===== config.mk =====
export PLATFORM = sky130hd
export DESIGN_NAME = sigmoid_act
export DESIGN_NICKNAME = d
export VERILOG_FILES = /design/src/rtl/ann_fixed_pkg.sv /design/src/rtl/fxp_mult.sv /design/src/rtl/sigmoid_act.sv
export SDC_FILE = /design/constraint.sdc
export NUM_CORES = 2
export LEC_CHECK = 0
export ABC_AREA = 1
export BUFFER_PORTS_ARGS = -buffer_cell sky130_fd_sc_hd__buf_2
export CORE_ASPECT_RATIO = 0.8
export CORE_MARGIN = 2
export CORE_UTILIZATION = 55
export DETAILED_ROUTE_END_ITERATION = 8
export GPL_TIMING_DRIVEN = 0
export PLACE_DENSITY = 0.74
export RECOVER_POWER = 50
export SLEW_MARGIN = 20
export SYNTH_ARGS = -nofsm -noshare
export SYNTH_HDL_FRONTEND = slang
export SYNTH_SLANG_ARGS = --single-unit

===== constraint.sdc =====
create_clock -name clk -period 9.6 [get_ports clk]
set_input_delay 1.92 -clock clk [delete_from_list [all_inputs] [get_ports clk]]
set_output_delay 1.92 -clock clk [all_outputs]
set_load 0.01 [all_outputs]

===== src/rtl/ann_fixed_pkg.sv =====
// Shared Q8.24 fixed-point definitions for the ANN datapath blocks
// (perceptron, sigmoid_act, backprop).
package ann_fixed_pkg;

    localparam int WIDTH = 32;
    localparam int FRAC  = 24;

    localparam logic signed [WIDTH-1:0] ONE      = 1 << FRAC;
    localparam logic signed [WIDTH-1:0] Q_HALF   = ONE >>> 1;
    localparam logic signed [WIDTH-1:0] Q_0625   = (ONE >>> 3) * 5;
    localparam logic signed [WIDTH-1:0] Q_084375 = (ONE >>> 5) * 27;

    // Sigmoid PLAN breakpoints: 1.0, 2.375 and 5.0
    localparam logic signed [WIDTH-1:0] BP_1    = ONE;
    localparam logic signed [WIDTH-1:0] BP_2375 = (ONE >>> 3) * 19;
    localparam logic signed [WIDTH-1:0] BP_5    = ONE * 5;

    typedef enum logic [1:0] {
        SEG_0 = 2'd0,
        SEG_1 = 2'd1,
        SEG_2 = 2'd2,
        SEG_3 = 2'd3
    } seg_t;

endpackage


===== src/rtl/fxp_mult.sv =====
// Signed fixed-point multiply: full-width product, result truncated back to
// WIDTH bits with FRAC fractional bits.
module fxp_mult #(
    parameter int WIDTH = 32,
    parameter int FRAC  = 24
) (
    input  logic signed [WIDTH-1:0] a,
    input  logic signed [WIDTH-1:0] b,
    output logic signed [WIDTH-1:0] p
);

    logic signed [2*WIDTH-1:0] full;

    assign full = a * b;
    assign p    = WIDTH'(full >>> FRAC);

endmodule


===== src/rtl/sigmoid_act.sv =====
// Three-stage sigmoid activation: PLAN approximation of sigmoid(z) plus the
// derivative a*(1-a) for backprop, with a valid/ready handshake on both sides.
module sigmoid_act #(
    parameter int WIDTH = ann_fixed_pkg::WIDTH,
    parameter int FRAC  = ann_fixed_pkg::FRAC
) (
    input  logic                    clk,
    input  logic                    rst,
    input  logic                    i_valid,
    output logic                    o_ready,
    input  logic signed [WIDTH-1:0] i_z,
    output logic                    o_valid,
    input  logic                    i_ready,
    output logic signed [WIDTH-1:0] o_a,
    output logic signed [WIDTH-1:0] o_da
);

    import ann_fixed_pkg::*;

    localparam logic signed [WIDTH-1:0] MIN_NEG = {1'b1, {(WIDTH-1){1'b0}}};
    localparam logic        [WIDTH-1:0] MAX_POS = {1'b0, {(WIDTH-1){1'b1}}};

    // |z| without the two's-complement overflow at the most negative value
    function automatic logic [WIDTH-1:0] sat_abs(input logic signed [WIDTH-1:0] z);
        if (z == MIN_NEG)
            return MAX_POS;
        else if (z[WIDTH-1])
            return $unsigned(-z);
        else
            return $unsigned(z);
    endfunction

    function automatic seg_t classify(input logic [WIDTH-1:0] x);
        if (x >= $unsigned(BP_5))
            return SEG_3;
        else if (x >= $unsigned(BP_2375))
            return SEG_2;
        else if (x >= $unsigned(BP_1))
            return SEG_1;
        else
            return SEG_0;
    endfunction

    // Evaluates the curve on |z| and mirrors it about 0.5 for negative inputs
    function automatic logic signed [WIDTH-1:0] pwl(input logic [WIDTH-1:0] x,
                                                    input seg_t seg,
                                                    input logic neg);
        logic [WIDTH-1:0] y;
        case (seg)
            SEG_0:   y = (x >> 2) + $unsigned(Q_HALF);
            SEG_1:   y = (x >> 3) + $unsigned(Q_0625);
            SEG_2:   y = (x >> 5) + $unsigned(Q_084375);
            default: y = $unsigned(ONE);
        endcase
        return neg ? ONE - $signed(y) : $signed(y);
    endfunction

    logic                    adv;
    logic [WIDTH-1:0]        x_in;
    logic signed [WIDTH-1:0] one_m;
    logic signed [WIDTH-1:0] da_next;

    logic                    vld_p0;
    logic                    neg_p0;
    logic [WIDTH-1:0]        x_p0;
    seg_t                    seg_p0;

    logic                    vld_p1;
    logic signed [WIDTH-1:0] a_p1;

    logic                    vld_p2;
    logic signed [WIDTH-1:0] a_p2;
    logic signed [WIDTH-1:0] da_p2;

    assign adv     = !vld_p2 || i_ready;
    assign o_ready = adv;
    assign o_valid = vld_p2;
    assign o_a     = a_p2;
    assign o_da    = da_p2;

    assign x_in  = sat_abs(i_z);
    assign one_m = ONE - a_p1;

    fxp_mult #(
        .WIDTH(WIDTH),
        .FRAC (FRAC)
    ) u_deriv_mult (
        .a(a_p1),
        .b(one_m),
        .p(da_next)
    );

    always_ff @(posedge clk) begin
        if (rst) begin
            vld_p0 <= 1'b0;
            neg_p0 <= 1'b0;
            x_p0   <= '0;
            seg_p0 <= SEG_0;
            vld_p1 <= 1'b0;
            a_p1   <= '0;
            vld_p2 <= 1'b0;
            a_p2   <= '0;
            da_p2  <= '0;
        end else if (adv) begin
            // stage 1: sign, magnitude, segment
            vld_p0 <= i_valid;
            neg_p0 <= i_z[WIDTH-1];
            x_p0   <= x_in;
            seg_p0 <= classify(x_in);
            // stage 2: piecewise-linear activation
            vld_p1 <= vld_p0;
            a_p1   <= pwl(x_p0, seg_p0, neg_p0);
            // stage 3: derivative a*(1-a)
            vld_p2 <= vld_p1;
            a_p2   <= a_p1;
            da_p2  <= da_next;
        end
    end

endmodule


## After elaboration in Yosys (flattened, before gate mapping)

Cells that the tools add are included.

- $add $sub $neg: 6
- Multiply operators: 1
- Order comparisons: 3
- Eq/ne operators: 3
- Multiplexer cells: 9
- Reduce and logical (&&, ||, !) cells: 3

Operators by type and width:

| cell | count |
|---|---|
| 32-bit two-way mux | 5 |
| 31-bit one-hot mux with 3 select lines | 1 |
| 26-bit by 32-bit subtractor with 32-bit output, first input constant | 2 |
| 32-bit by 32-bit multiplier with 56-bit output | 1 |
| 32-bit equality test, second input constant | 1 |
| 32-bit by 25-bit greater-or-equal comparator with 1-bit output, second input constant | 1 |
| 32-bit by 26-bit greater-or-equal comparator with 1-bit output, second input constant | 1 |
| 32-bit by 27-bit greater-or-equal comparator with 1-bit output, second input constant | 1 |
| 32-bit negation | 1 |
| 30-bit by 24-bit adder with 31-bit output, second input constant | 1 |
| 29-bit by 24-bit adder with 30-bit output, second input constant | 1 |
| 27-bit by 24-bit adder with 28-bit output, second input constant | 1 |
| 2-bit two-way mux | 2 |
| 2-bit by 1-bit equality test with 1-bit output, second input constant | 1 |
| 2-bit equality test, second input constant | 1 |
| 2-bit zero test | 1 |
| 1-bit zero test | 1 |
| 1-bit logical OR | 1 |
| 1-bit two-way mux | 1 |

- Flip-flop bits (word level): 134
- Input bits: 36
- Output and inout bits: 66
- Word-level logic and storage cells: 34

## Logic depth before layout (Yosys ltp)

- Depth in word-level cells: 7
- Mapped depth: 48
- Gate-level depth less buffers: 45

## Modules after synthesis

Synthesis repeated with hierarchy kept, for this count alone.

- Cell total of the unflattened synthesis: 5770
- Area, all modules: 42904.9 um^2

By module, submodules not included:

| module | instances | cells each | area an instance (um^2) | seq. area each (um^2) |
|---|---|---|---|---|
| fxp_mult | 1 | 4450 | 34693.3 | 0.0 |
| sigmoid_act | 1 | 1320 | 8211.6 | 2642.5 |

## Worst setup path before layout

Ideal clock, no wire load.

- Path type: flip-flop to flip-flop
- From: reg a_p1[1]
- To: reg da_p2[25] (netlist: o_da[25])
- Setup time: 0.109 ns
- Arrival: 8.841 ns
- Required time: 9.491 ns
- Path slack: 0.650 ns
- Stages on the path, launching flop included: 46
- Path buffers: 4
- Clock period less this slack: 8.950 ns
- Cells stage by stage: dfxtp_1 buf_2 inv_1 buf_1 ha_1 nand3_4 nor2_4 nand2_2 nor2_2 nand3_2 nor3_4 inv_1 nor4_1 nand2_1 ha_1 inv_1 clkbuf_1 buf_1 (+10 left out) fa_1 inv_1 fa_1 inv_1 fa_1 inv_1 ha_1 a21oi_1 o21ai_0 a21oi_1 nor2_1 nor2_1 nand3_1 a21o_1 a21oi_1 o21ai_0 nand2_1 inv_1

- Longest elaborated chain between the ends: 2

Ends and longest elaborated chain:

| element | line | RTL |
|---|---|---|
| start: declaration | sigmoid_act.sv:69 | `logic signed [WIDTH-1:0] a_p1;` |
| start signal: assignment | sigmoid_act.sv:112 | `a_p1 <= pwl(x_p0, seg_p0, neg_p0);` |
| 26-bit by 32-bit subtractor with 32-bit output | sigmoid_act.sv:82 | `assign one_m = ONE - a_p1;` |
| 32-bit by 32-bit multiplier with 56-bit output * | fxp_mult.sv:14 | `assign full = a * b;` |
| end signal: assignment | sigmoid_act.sv:116 | `da_p2 <= da_next;` |
| end: declaration | sigmoid_act.sv:73 | `logic signed [WIDTH-1:0] da_p2;` |

Mark *: on every way between the ends. The rest lies on a longest branch, timed or not.
A chain may end at the register's enable or synchronous reset.

## Final worst setup path

- From: reg a_p1[0]
- To: reg da_p2[25] (netlist: o_da[25])

The elaborated chain is that of the path after synthesis.

==> results.md <==
- Yosys warning count: 0
- Pre-CTS WS: -2872 ps
- TNS Setup: 0 ps
- Critical Path Start: a_p1[0]
- Drt first pass iters: 9
- Post-Syn Nets: 6,568
- Worst R2R Start: a_p1[0]
- Sequential fraction of the synthesis area: 6.324%
- I/O pin count: 102
- Fmax: 105.6 MHz
- Placed Cells: 6,456
- Total GRT Usage: 40.87%
- WL per Instance: 24.13 µm
- Via density: 5.744
- Vias: 37,326
- Final Non-Filler Cells: 6,498
- Slew headroom: 9.584%
- CP max stage delay: 630 ps
- First-pass GRT wire length: 233,400 µm
- # port buffers: 101
- Final min period: 9468 ps
- Critical path required time: 9960 ps
- Initial antenna violation count: 2
- Area Growth Syn to Fin: 6.985%
- Fillers: 6,952
- H-Tree Depth: 4
- Yosys reg bits: 132
- Die Y: 250.5 µm
- Worst-Margin Slew: 1356 ps
- Gr ovfl total: 0
- CTS tree: done
- Setup violators final: 0
- Post-synth top flop: dfxtp_1
- Crit-path most repeated cell: fa_1
- Num CTS Buffers: 17
- R2R setup slack: 130 ps
- Mapped Avg Cell Area: 7.821 µm²
- Worst hold path type: register to register
- Post-synth EDFFs: 0
- Data arrival, critical path: 9830 ps
- CP Max Fanout: 11
- Starting DRC count in detailed routing: 4,824
- CTS root buffer: clkbuf_16
- Crit share post-route: 98.63%
- Crit start category: register
- Max Cap Viol: 0
- Crit. End Element: register
- R2R Path End: o_da[25]
- Row count: 90
- Die area: 0.07822 mm²
- Worst-path clk slew: 70 ps
- Starting Density: 55.47%
- Worst setup endpoint: o_da[25]
- Number of global-route vias before repair: 37,083
- Clock Sinks: 132
- CP Class: register to register
- Post-Syn Area: 0.04179 mm²
- Final Max Slew Viols: 0
- ANT nets after route: 0
- Post-CTS Hold Buffers: 0
- Gate Count Post-Synth: 5,343
- CTS Buffer Depth: 2
- Remaining DRCs: 0
- Final Skew: 39.44 ps
- Dpl hpwl: 132,100 µm
- Fin. Hold Viols: 0
- DIE WIDTH: 312.2 µm
- Clk_lat worst skew: 480 ps
- Final worst slack: 131.7 ps
- Finished Core Util: 59.35%
- Worst r2r path cells: 38
- Fin nets: 6,694
- Layout cells sized above 1: 5.273%
- Pin count of the biggest net entering global routing: 19
- CP max stage cell: fa_1
- Core ar.: 0.07533 mm²
- Gp weighted congestion: 1.090
- FFs w/ async S/R, synth: 0%
- Status: finished, final reports clean
- Total Wirelength: 156,800 µm
- Yosys cell types: 52
cells by family after synthesis:
kind of cell	share of synthesized area (%)
buf+inv	15.14
simple gates	17.85
flops	6.324
xor+xnor	0.9641
compound gates	6.485
fa+ha+maj	53.24
cell type report:
type | instances | area [µm²] | share of cell area, %
antenna | 5 | 12.51 | 0.02799
buffer | 225 | 1035 | 2.314
clock buffer | 18 | 429.2 | 0.9599
clock inverter | 13 | 125.1 | 0.2799
inverter | 1434 | 5424 | 12.13
multi-input combinational | 3542 | 33230 | 74.32
sequential | 132 | 2644 | 5.913
tap | 1012 | 1266 | 2.832
timing repair buffer | 117 | 546.8 | 1.223
per-stage QoR:
step,area (µm²),hold slack [ps]
2_1_floorplan,41790,429.7
5_1_grt,44700,492.0
4_1_cts,44400,462.6
6_report,44710,465.5
3_5_place_dp,43560,451.6
3_3_place_gp,43560,449.0
per-layer routing:
layer  share of wire [%]  GRT usage, %  vias to the layer above  routed length [µm]
li1                    -             -                    15745                   -
met1                  38         56.07                    18509               60210
met2                  41         58.33                     2611               64610
met3                  15         14.21                      459               23350
met4                 5.5         18.59                        2                8635
met5              0.0083             0                        -                  13
cells in the final DEF, fill, tap and decap left out, types with 36 or more instances in the layout:
master | netlist | routed
clkbuf_1 | 177 | 199
nor2_1 | 409 | 397
fa_1 | 982 | 980
o21ai_0 | 164 | 154
dfxtp_1 | 132 | 131
o211ai_1 | 63 | 64
nand3_1 | 142 | 134
nand2_1 | 1185 | 1180
buf_2 | 7 | 43
inv_1 | 1407 | 1399
a21oi_1 | 153 | 139
ha_1 | 207 | 184
buf_1 | 43 | 36
synth_stat cells (all sizes together) (3+ instances only):
| master | n | area, µm² |
|---|---|---|
| a21oi | 153 | 765.7 |
| nand2 | 1194 | 4519 |
| o21a | 9 | 67.56 |
| a31oi | 10 | 62.56 |
| o21bai | 11 | 105.1 |
| xor2 | 26 | 227.7 |
| nand3b | 5 | 37.54 |
| fa | 982 | 19660 |
| nand4 | 23 | 143.9 |
| clkinv | 16 | 61.30 |
| o221ai | 15 | 137.6 |
| nor4 | 4 | 25.02 |
| dfxtp | 132 | 2643 |
| nand3 | 148 | 778.2 |
| a31o | 3 | 26.28 |
| nor2 | 427 | 1668 |
| inv | 1418 | 5325 |
| o211ai | 66 | 510.5 |
| clkbuf | 177 | 664.4 |
| ha | 207 | 2590 |
| and3 | 6 | 37.54 |
| nor3 | 34 | 192.7 |
| xnor2 | 20 | 175.2 |
| or2 | 8 | 50.05 |
| buf | 58 | 275.3 |
| o21ai | 167 | 835.8 |
| a211oi | 4 | 30.03 |
| a21o | 12 | 90.09 |
how the worst min path moves through the flow:
| stage | start | endpoint | slack (ps) | depth (start not counted) |
|---|---|---|---|---|
| after floorplan | vld_p1 | vld_p1 | 430 | 2 |
| after detailed placement | vld_p1 | o_valid | 450 | 2 |
| after CTS | vld_p1 | o_valid | 460 | 2 |
| final | vld_p1 | o_valid | 470 | 2 |
| after global routing | vld_p1 | o_valid | 490 | 2 |
| after global placement | vld_p1 | vld_p1 | 450 | 2 |
state kept, by name (all words and copies together), names as in the netlist:
| signal | count |
|---|---|
| a_p1 | 32 |
| o_a | 32 |
| o_da | 32 |
| x_p0 | 30 |
| seg_p0 | 2 |
| neg_p0 | 1 |
| o_valid | 1 |
| vld_p0 | 1 |
| vld_p1 | 1 |
critical path: cells and delay by family, from the launching register on:
family                     cells  cell delay, ps
adders and majority gates     11            4970
and+or+nand+nor               14            1880
buffers and inverters          8            1120
AOI/OAI and AO/OA              5            1010
DFF                            1             400
what timing repair did:
| item | CTS | global route |
|---|---|---|
| pin swaps | 3 | 8 |
| setup endpoints to repair | 32 | 29 |
| setup buffers | 7 | 9 |
| resized for setup | 100 | 100 |
Power is left out: the tool's default activity adds up to more than one toggle a clock period on the data nets, which glitch-free logic cannot reach.
